`config.mk`:
```
export PLATFORM = sky130hd
export DESIGN_NAME = log_axi_reader
export DESIGN_NICKNAME = d
export VERILOG_FILES = /design/src/rtl/log_axi_pkg.sv /design/src/rtl/log_rd_timer.sv /design/src/rtl/log_axi_reader.sv
export SDC_FILE = /design/constraint.sdc
export NUM_CORES = 1
export LEC_CHECK = 0
export ABC_AREA = 1
export CAP_MARGIN = 20
export CORE_MARGIN = 1.5
export CORE_UTILIZATION = 42
export CTS_CLUSTER_SIZE = 12
export DETAILED_ROUTE_END_ITERATION = 10
export HOLD_SLACK_MARGIN = 0.06
export PLACE_DENSITY = 0.89
export SLEW_MARGIN = 10
export SYNTH_ARGS = -nofsm -noshare
export SYNTH_HDL_FRONTEND = slang
export SYNTH_SLANG_ARGS = --single-unit
```
`constraint.sdc`:
```
create_clock -name clk -period 1.9 [get_ports clk]
set_input_delay 0.38 -clock clk [delete_from_list [all_inputs] [get_ports clk]]
set_output_delay 0.38 -clock clk [all_outputs]
set_load 0.03 [all_outputs]
```
`src/rtl/log_axi_pkg.sv`:
```
// Shared types and constants for the log memory AXI4-Lite read path.
package log_axi_pkg;

    typedef enum logic [2:0] {
        ST_IDLE  = 3'd0,
        ST_ADDR  = 3'd1,
        ST_DATA  = 3'd2,
        ST_RESP  = 3'd3,
        ST_DRAIN = 3'd4
    } rd_state_e;

    localparam logic [1:0] RRESP_OKAY   = 2'b00;
    localparam logic [1:0] RRESP_EXOKAY = 2'b01;
    localparam logic [1:0] RRESP_SLVERR = 2'b10;
    localparam logic [1:0] RRESP_DECERR = 2'b11;

    // Log words are 32 bits wide, so a word index becomes a byte offset by shifting by 2.
    localparam int WORD_SHIFT = 2;

    // Byte address of a log word; the result wraps modulo 2^32, dropping the top index bits.
    function automatic logic [31:0] word_to_byte(input logic [31:0] base, input logic [31:0] idx);
        return base + (idx << WORD_SHIFT);
    endfunction

    // SLVERR and DECERR are errors; OKAY and EXOKAY are clean completions.
    function automatic logic rresp_is_err(input logic [1:0] resp);
        return (resp == RRESP_SLVERR) || (resp == RRESP_DECERR);
    endfunction

endpackage

```
`src/rtl/log_rd_timer.sv`:
```
// Watchdog counter for a single read transaction: cleared while idle, counts while
// the transaction is outstanding and flags expiry once TIMEOUT cycles have elapsed.
module log_rd_timer #(
    parameter int TIMEOUT = 255
) (
    input  logic clk,
    input  logic rst_n_i,
    input  logic clr_i,
    input  logic en_i,
    output logic expire_o
);
    localparam int CW = (TIMEOUT < 2) ? 1 : $clog2(TIMEOUT + 1);
    localparam logic [CW-1:0] LIMIT = CW'(TIMEOUT);
    localparam logic [CW-1:0] LAST  = CW'((TIMEOUT > 0) ? TIMEOUT - 1 : 0);

    logic [CW-1:0] count_q;

    // Count enabled cycles, saturating at TIMEOUT so a late handshake cannot wrap the count.
    always_ff @(posedge clk or negedge rst_n_i) begin
        if (!rst_n_i) begin
            count_q <= '0;
        end else if (clr_i) begin
            count_q <= '0;
        end else if (en_i && (count_q < LIMIT)) begin
            count_q <= count_q + 1'b1;
        end
    end

    // Expiry fires on the edge where the count would reach TIMEOUT (or has already).
    generate
        if (TIMEOUT == 0) begin : g_no_timeout
            assign expire_o = 1'b0;
        end else begin : g_timeout
            assign expire_o = en_i && (count_q >= LAST);
        end
    endgenerate

endmodule

```
`src/rtl/log_axi_reader.sv`:
```
// Single-outstanding AXI4-Lite read master serving the log_accesser memory port:
// one trigger produces one AR/R transaction and one done pulse with data and error.
module log_axi_reader
    import log_axi_pkg::*;
#(
    parameter logic [31:0] BASE_ADDR = 32'h0000_0000,
    parameter int          TIMEOUT   = 255
) (
    input  logic        clk,
    input  logic        rst,
    input  logic        i_read_trigger,
    input  logic [31:0] i_mem_addr,
    output logic [31:0] o_mem_value,
    output logic        o_done,
    output logic        o_error,
    output logic        o_busy,
    output logic [31:0] m_axi_araddr,
    output logic [2:0]  m_axi_arprot,
    output logic        m_axi_arvalid,
    input  logic        m_axi_arready,
    input  logic [31:0] m_axi_rdata,
    input  logic [1:0]  m_axi_rresp,
    input  logic        m_axi_rvalid,
    output logic        m_axi_rready
);
    rd_state_e   state_q;
    logic [31:0] value_q;
    logic        done_q;
    logic        error_q;
    logic        busy_q;
    logic [31:0] araddr_q;
    logic        arvalid_q;
    logic        rready_q;

    logic [31:0] araddr_d;
    logic        expire;

    assign araddr_d = word_to_byte(BASE_ADDR, i_mem_addr);

    log_rd_timer #(
        .TIMEOUT (TIMEOUT)
    ) u_timer (
        .clk      (clk),
        .rst_n_i  (rst),
        .clr_i    (state_q == ST_IDLE),
        .en_i     ((state_q == ST_ADDR) || (state_q == ST_DATA)),
        .expire_o (expire)
    );

    // Transaction FSM; every output is a register updated here.
    always_ff @(posedge clk or negedge rst) begin
        if (!rst) begin
            state_q   <= ST_IDLE;
            value_q   <= '0;
            done_q    <= 1'b0;
            error_q   <= 1'b0;
            busy_q    <= 1'b0;
            araddr_q  <= '0;
            arvalid_q <= 1'b0;
            rready_q  <= 1'b0;
        end else begin
            done_q <= 1'b0;
            case (state_q)
                ST_IDLE: begin
                    if (i_read_trigger) begin
                        araddr_q  <= araddr_d;
                        arvalid_q <= 1'b1;
                        busy_q    <= 1'b1;
                        state_q   <= ST_ADDR;
                    end
                end
                ST_ADDR: begin
                    // A handshake on the expiry edge takes the normal path.
                    if (m_axi_arready) begin
                        arvalid_q <= 1'b0;
                        rready_q  <= 1'b1;
                        state_q   <= ST_DATA;
                    end else if (expire) begin
                        done_q  <= 1'b1;
                        error_q <= 1'b1;
                        value_q <= '0;
                        state_q <= ST_DRAIN;
                    end
                end
                ST_DATA: begin
                    if (m_axi_rvalid) begin
                        value_q  <= m_axi_rdata;
                        error_q  <= rresp_is_err(m_axi_rresp);
                        rready_q <= 1'b0;
                        done_q   <= 1'b1;
                        state_q  <= ST_RESP;
                    end else if (expire) begin
                        done_q  <= 1'b1;
                        error_q <= 1'b1;
                        value_q <= '0;
                        state_q <= ST_DRAIN;
                    end
                end
                ST_RESP: begin
                    busy_q  <= 1'b0;
                    state_q <= ST_IDLE;
                end
                ST_DRAIN: begin
                    // Finish the abandoned transfer on the bus without reporting it.
                    if (arvalid_q) begin
                        if (m_axi_arready) begin
                            arvalid_q <= 1'b0;
                            rready_q  <= 1'b1;
                        end
                    end else if (m_axi_rvalid) begin
                        rready_q <= 1'b0;
                        busy_q   <= 1'b0;
                        state_q  <= ST_IDLE;
                    end
                end
                default: begin
                    arvalid_q <= 1'b0;
                    rready_q  <= 1'b0;
                    busy_q    <= 1'b0;
                    state_q   <= ST_IDLE;
                end
            endcase
        end
    end

    assign o_mem_value   = value_q;
    assign o_done        = done_q;
    assign o_error       = error_q;
    assign o_busy        = busy_q;
    assign m_axi_araddr  = araddr_q;
    assign m_axi_arprot  = 3'b000;
    assign m_axi_arvalid = arvalid_q;
    assign m_axi_rready  = rready_q;

endmodule

```
==> results of run 1 <==
## final timing paths
path / from / end / slack [ns] / cells past startpoint
max: m_axi_arvalid$_DFFE_PN0P_ / m_axi_arvalid / 0.06 / 1
min: o_mem_value[4]$_DFFE_PN0P_ / o_mem_value[4]$_DFFE_PN0P_ / 0.47 / 2
max reg2reg: u_timer.count_q[0]$_DFFE_PN0P_ / o_mem_value[17]$_DFFE_PN0P_ / 0.24 / 9
min reg2reg: o_mem_value[4]$_DFFE_PN0P_ / o_mem_value[4]$_DFFE_PN0P_ / 0.47 / 2
max in group asynchronous: rst / o_mem_value[12]$_DFFE_PN0P_ / 0.75 / 3
min in group asynchronous: rst / m_axi_araddr[6]$_DFFE_PN0P_ / 0.54 / 2
## worst register-to-register path, cell delays in order (launching register included)
cell     delay, ns
dfrtp_1       0.41
inv_1         0.06
ha_1          0.19
nor2_1        0.09
nor2_1        0.06
and2_1        0.18
o21ai_4       0.27
buf_12        0.19
nand2_1       0.07
nand2_1       0.07
## repair_timing
item,4_1_cts,5_1_grt
hold buffers,1,0
setup buffers,0,3
endpoints found under the hold margin,37,0
setup endpoints to repair,0,20
## flip-flops by register name, indices dropped and copies added (netlist names)
name / flops
o_mem_value: 32
m_axi_araddr: 30
u_timer.count_q: 8
state_q: 3
m_axi_arvalid: 1
m_axi_rready: 1
o_busy: 1
o_done: 1
o_error: 1
## layer usage
layer  GRT usage [%]  wire length, um
met1           23.30             3146
met2           32.46             3743
met3           4.690              540
met4           6.380              144
met5               0                0
## cells in the mapped netlist, drive strengths merged
library cell,number
nand2,129
dfrtp,78
mux2,30
nor2,19
inv,18
buf,15
nand3,11
o21ai,11
nor3,4
a21oi,3
ha,2
a31oi,1
and2,1
clkbuf,1
conb,1
nand4,1
o211ai,1
o221ai,1
or2,1
## layout make-up
cell class | count | area [um2] | share of cell area [%]
multi-input cells | 220 | 1155 | 23.42
inverters | 18 | 67.56 | 1.370
clock buffers | 11 | 131.4 | 2.664
clock inverters | 5 | 36.28 | 0.7359
well taps | 102 | 127.6 | 2.588
flip-flops and latches | 78 | 1952 | 39.58
repair buffers | 145 | 1461 | 29.64
## metrics by stage
stage          instance area [um2]  hold slack (ns)  setup slack, ns  instances
2_1_floorplan                 3303          0.08441           0.5036        332
3_3_place_gp                  4731           0.3735           0.1419        559
3_5_place_dp                  4731           0.3806          0.06326        559
4_1_cts                       4908           0.4788          0.05537        576
5_1_grt                       4931           0.4997          0.01665        579
6_report                      4931           0.4729          0.06382        579
## report_power, final
part	internal [mW]	switching [mW]	total [mW]
combinational	2.01	2.71	4.72
sequential	2.44	0.446	2.89
clock	0.475	0.593	1.07
total	4.93	3.75	8.67
## cell families (layout without fill, tap and decap cells)
group / count (synthesis) / in the layout / share of synthesized area, %
AO/OA/AOI/OAI: 17 / 17 / 3.159
AND/OR/NAND/NOR: 166 / 166 / 20.36
other: 1 / 5 / 0.1140
buffers and inverters: 34 / 179 / 5.974
adder cells (fa/ha/maj): 2 / 2 / 0.7609
multiplexers: 30 / 30 / 10.27
flip-flops: 78 / 78 / 59.36
==> qor.log, run 1 <==
INFO  critical_path  endpoint_kind=primary output
INFO  clocking       tritoncts=done
INFO  critical_path  crit_buf_inv=1
INFO  synth          synth_top_area_share=59.36%
INFO  timing         rsz0062_at_grt=no
INFO  synth          synthesized_netlist_cell_count=328
INFO  final_layout   layout.cells.most_common=clkdlybuf4s50_1
INFO  critical_path  required=1.52ns
INFO  critical_path  slowest_stage=clkdlybuf4s50_1
INFO  timing         tns=0ns
INFO  die            placeableCoreArea=7647um2
INFO  detailed_routing dr.pass1.iters=4
INFO  clocking       cts_root_buffer=clkbuf_8
INFO  detailed_routing vias_per_cell=4.722
INFO  grt            antenna_found_initial=0
INFO  detailed_routing first_iter_violations=156
INFO  detailed_routing drt-total-wl=7.574mm
INFO  die            die_w=91.48um
INFO  die            chipHeight=91.48um
INFO  detailed_routing postRouteAntennaNets=0
INFO  timing         setup-violations-final=0
INFO  synth          synth_sequential_area_ratio=59.36%
INFO  final_layout   fill_cells=594
INFO  job            max_cap_violations=0
INFO  timing         timing.final.hold_violations=0
INFO  pwr            power_density=1759nW/um2
INFO  grt            grt_first_pass_wirelength=12.75mm
INFO  critical_path  cpPeakStageDelay=0.71ns
INFO  critical_path  cp_cell_sequence=clkdlybuf4s50_1
INFO  critical_path  worstSetupStartpointType=flip-flop
INFO  clocking       worst_skew_pair.late_latency=0.34ns
INFO  placement      gp_congestion=0.7878
INFO  die            die-area=8369um2
INFO  final_layout   layout-area-overhead-vs-synth=49.96%
INFO  placement      dpl.hpwl=5.598mm
INFO  die            initial_core_util=43.00%
INFO  clocking       clk_transition_reported_paths=0.09ns
INFO  critical_path  worst_path_dominant_cell_family=buffers and inverters
INFO  grt            first_global_vias=2810
INFO  grt            largest_net_degree_at_the_start_of_global_routing=42
INFO  grt            grt-ovfl-total=0
INFO  synth          synth_top_cell_by_area=dfrtp_1
INFO  pwr            ir_worst_vdd=1.040mV
INFO  clocking       postCtsResizedCells=0
INFO  die            num_rows=32
INFO  synth          yosysUniqueCellTypes=27
INFO  timing         period_needed=1.836ns
INFO  clocking       numCtsBuffers=9
INFO  synth          ys_seq_elements=78
INFO  synth          synth-warning-count=0
INFO  timing         fin_skew=0.01288ns
INFO  timing         fmax=544.6MHz
INFO  placement      placement.io_buffers=134
INFO  die            floorplan.io_pins=143
INFO  pwr            total_power=8.674mW
INFO  final_layout   final_layout_size_suffix_gt1_share=10.27%
INFO  synth          synth.top_cells.by_area=dfrtp_1 59%, nand2_1 14%, mux2_2 5.5%, mux2_1 4.8%, nor2_1 2.1%
INFO  synth          synth_area_per_cell=10.02um2
INFO  final_layout   n_antenna_cell=0
INFO  clocking       tritoncts_num_sinks=78
INFO  critical_path  worst-endpoint-arrival=1.46ns
INFO  detailed_routing detail_route.wl_per_cell=13.08um
INFO  critical_path  highest_fanout_seen_on_the_critical_path=5
INFO  detailed_routing dr_total_vias=2734
INFO  detailed_routing route.detailed.drc=0
INFO  timing         finalCritPeriodShare=96.64%
INFO  pwr            p_leak=2.279nW
INFO  clocking       cts-root-to-sink-buffers=2
INFO  timing         report.final.slew_viol_count=0
INFO  final_layout   utilization=64.48%
INFO  final_layout   commonest_cells_after_routing_fill_and_taps_aside=133 x clkdlybuf4s50_1, 126 x nand2_1, 78 x dfrtp_1
INFO  final_layout   final_stage_net_count=545
INFO  outcome        status=finished clean
INFO  clocking       cts_htree_levels=3
INFO  synth          mappedNetlistArea=3288um2
INFO  worst_hold_path hold_class=reg2reg
INFO  grt            grt_usage=18.96%
INFO  critical_path  timing_worst_setup_path_type=reg2out
(Power assumes the default switching activity.)
==> run 2, diff against run 1 <==
--- a/config.mk
+++ b/config.mk
@@ -6,13 +6,14 @@
 export NUM_CORES = 1
 export LEC_CHECK = 0
 export ABC_AREA = 1
-export CAP_MARGIN = 20
+export CAP_MARGIN = 15
 export CORE_MARGIN = 1.5
 export CORE_UTILIZATION = 42
 export CTS_CLUSTER_SIZE = 12
 export DETAILED_ROUTE_END_ITERATION = 10
 export HOLD_SLACK_MARGIN = 0.06
 export PLACE_DENSITY = 0.89
+export SETUP_SLACK_MARGIN = 0.05
 export SLEW_MARGIN = 10
 export SYNTH_ARGS = -nofsm -noshare
 export SYNTH_HDL_FRONTEND = slang
==> qor.log, run 2 (synthesis results as in run 1) <==
INFO  outcome        status=finished clean
INFO  critical_path  cp_cell_sequence=clkdlybuf4s50_1
INFO  grt            first_global_vias=2810
INFO  timing         fmax=552.5MHz
INFO  die            floorplan.io_pins=143
INFO  final_layout   final_layout_size_suffix_gt1_share=10.27%
INFO  pwr            p_leak=2.292nW
INFO  grt            grt_usage=18.96%
INFO  clocking       cts_root_buffer=clkbuf_8
INFO  detailed_routing first_iter_violations=156
INFO  critical_path  endpoint_kind=primary output
INFO  placement      placement.io_buffers=134
INFO  detailed_routing postRouteAntennaNets=0
INFO  timing         setup-violations-final=0
INFO  placement      dpl.hpwl=5.598mm
INFO  placement      gp_congestion=0.7878
INFO  final_layout   n_antenna_cell=0
INFO  detailed_routing detail_route.wl_per_cell=13.08um
INFO  clocking       clk_transition_reported_paths=0.09ns
INFO  critical_path  highest_fanout_seen_on_the_critical_path=4
INFO  timing         rsz0062_at_grt=no
INFO  final_layout   fill_cells=593
INFO  die            die_w=91.48um
INFO  critical_path  rr_endpoint=o_mem_value[17]$_DFFE_PN0P_
INFO  detailed_routing vias_per_cell=4.722
INFO  detailed_routing route.detailed.drc=0
INFO  timing         period_needed=1.810ns
INFO  die            chipHeight=91.48um
INFO  die            die-area=8369um2
INFO  detailed_routing dr_total_vias=2734
INFO  critical_path  timing_worst_setup_path_type=reg2out
INFO  final_layout   final_stage_net_count=545
INFO  die            initial_core_util=43.00%
INFO  die            num_rows=32
INFO  detailed_routing dr.pass1.iters=4
INFO  worst_hold_path hold_class=reg2reg
INFO  die            placeableCoreArea=7647um2
INFO  placement      pre_cts_setup_slack=0.06326ns
INFO  final_layout   largest_register_ffs=32
INFO  clocking       cts-root-to-sink-buffers=2
INFO  pwr            ir_worst_vdd=1.040mV
INFO  final_layout   layout.cells.most_common=clkdlybuf4s50_1
INFO  critical_path  slowest_stage=clkdlybuf4s50_1
INFO  clocking       numCtsBuffers=9
INFO  critical_path  worstSetupStartpointType=flip-flop
INFO  critical_path  worst-r2r-cell-count=9
INFO  grt            antenna_found_initial=0
INFO  timing         tns=0ns
INFO  final_layout   layout-area-overhead-vs-synth=50.04%
INFO  worst_hold_path holdCritStartpoint=o_mem_value[4]$_DFFE_PN0P_
INFO  timing         finalHoldWorstSlack=0.4729ns
INFO  critical_path  crit_buf_inv=1
INFO  clocking       cts_htree_levels=3
INFO  timing         timing.final.hold_violations=0
INFO  critical_path  worst_path_dominant_cell_family=buffers and inverters
INFO  grt            largest_net_degree_at_the_start_of_global_routing=42
INFO  pwr            power_density=1758nW/um2
INFO  critical_path  cpPeakStageDelay=0.70ns
INFO  critical_path  required=1.52ns
INFO  clocking       worst_skew_pair.late_latency=0.34ns
INFO  timing         layout_setup_ws=0.09008ns
INFO  final_layout   utilization=64.51%
INFO  grt            grt-ovfl-total=0
INFO  worst_hold_path timing.hold.worst_endpoint=o_mem_value[4]$_DFFE_PN0P_
INFO  critical_path  worst-endpoint-arrival=1.43ns
INFO  clocking       tritoncts=done
INFO  critical_path  r2r_setup_slack=0.24ns
INFO  clocking       tritoncts_num_sinks=78
INFO  worst_hold_path whs_path_depth=2
INFO  timing         finalCritPeriodShare=95.26%
INFO  job            max_cap_violations=0
INFO  timing         fin_skew=0.01287ns
INFO  grt            grt_first_pass_wirelength=12.75mm
INFO  timing         report.final.slew_viol_count=0
INFO  critical_path  r2r-start=u_timer.count_q[0]$_DFFE_PN0P_
INFO  detailed_routing drt-total-wl=7.575mm
INFO  final_layout   commonest_cells_after_routing_fill_and_taps_aside=132 x clkdlybuf4s50_1, 126 x nand2_1, 78 x dfrtp_1
[run 2: cell types whose count changed in the layout (fill, tap and decap cells not counted), sizes merged]
cell,change
clkdlybuf4s50,-1
dlymetal6s2s,+1
[run 2: metrics by stage]
step                      power, mW  instance area, um2  instances
after floorplan               5.649                3303        332
after global placement        7.477                4731        559
after detailed placement      7.644                4731        559
after CTS                     8.735                4908        576
after global routing          9.216                4933        579
final                         8.673                4933        579
[run 2: final cells by class]
class                      count  area [um2]  area share [%]
clock buffer                  11       131.4           2.663
clock inverter                 5       36.28          0.7355
inverter                      18       67.56           1.370
multi-input combinational    220        1155           23.41
sequential                    78        1952           39.56
tap                          102       127.6           2.587
timing repair buffer         145        1464           29.67
[run 2: routing by layer]
layer | global-route usage (%) | wire (um)
met1 | 23.30 | 3147
met2 | 32.46 | 3743
met3 | 4.690 | 540
met4 | 6.380 | 144
met5 | 0 | 0
[run 2: repair_timing]
item                                    in CTS  in global routing
gates resized for setup                      0                  1
endpoints found under the hold margin       37                  0
hold buffers                                 1                  0
endpoints found under the setup margin       0                 22
setup buffers                                0                  3
[run 2: how the worst max path moves through the flow]
stage	from	endpoint	slack, ns	cells after the start
6_report	m_axi_rready$_DFFE_PN0N_	m_axi_rready	0.09	1
5_1_grt	m_axi_rready$_DFFE_PN0N_	m_axi_rready	0.05	1
4_1_cts	m_axi_arvalid$_DFFE_PN0P_	m_axi_arvalid	0.06	1
3_5_place_dp	m_axi_rvalid	o_mem_value[17]$_DFFE_PN0P_	0.06	7
3_3_place_gp	m_axi_rvalid	o_mem_value[4]$_DFFE_PN0P_	0.14	7
2_1_floorplan	u_timer.count_q[0]$_DFFE_PN0P_	o_mem_value[0]$_DFFE_PN0P_	0.50	9
[run 2: where the power goes]
group / internal [mW] / switching [mW] / leakage, nW
sequential: 2.44 / 0.445 / 0.929
clock: 0.475 / 0.593 / 0.0755
combinational: 2.01 / 2.71 / 1.29
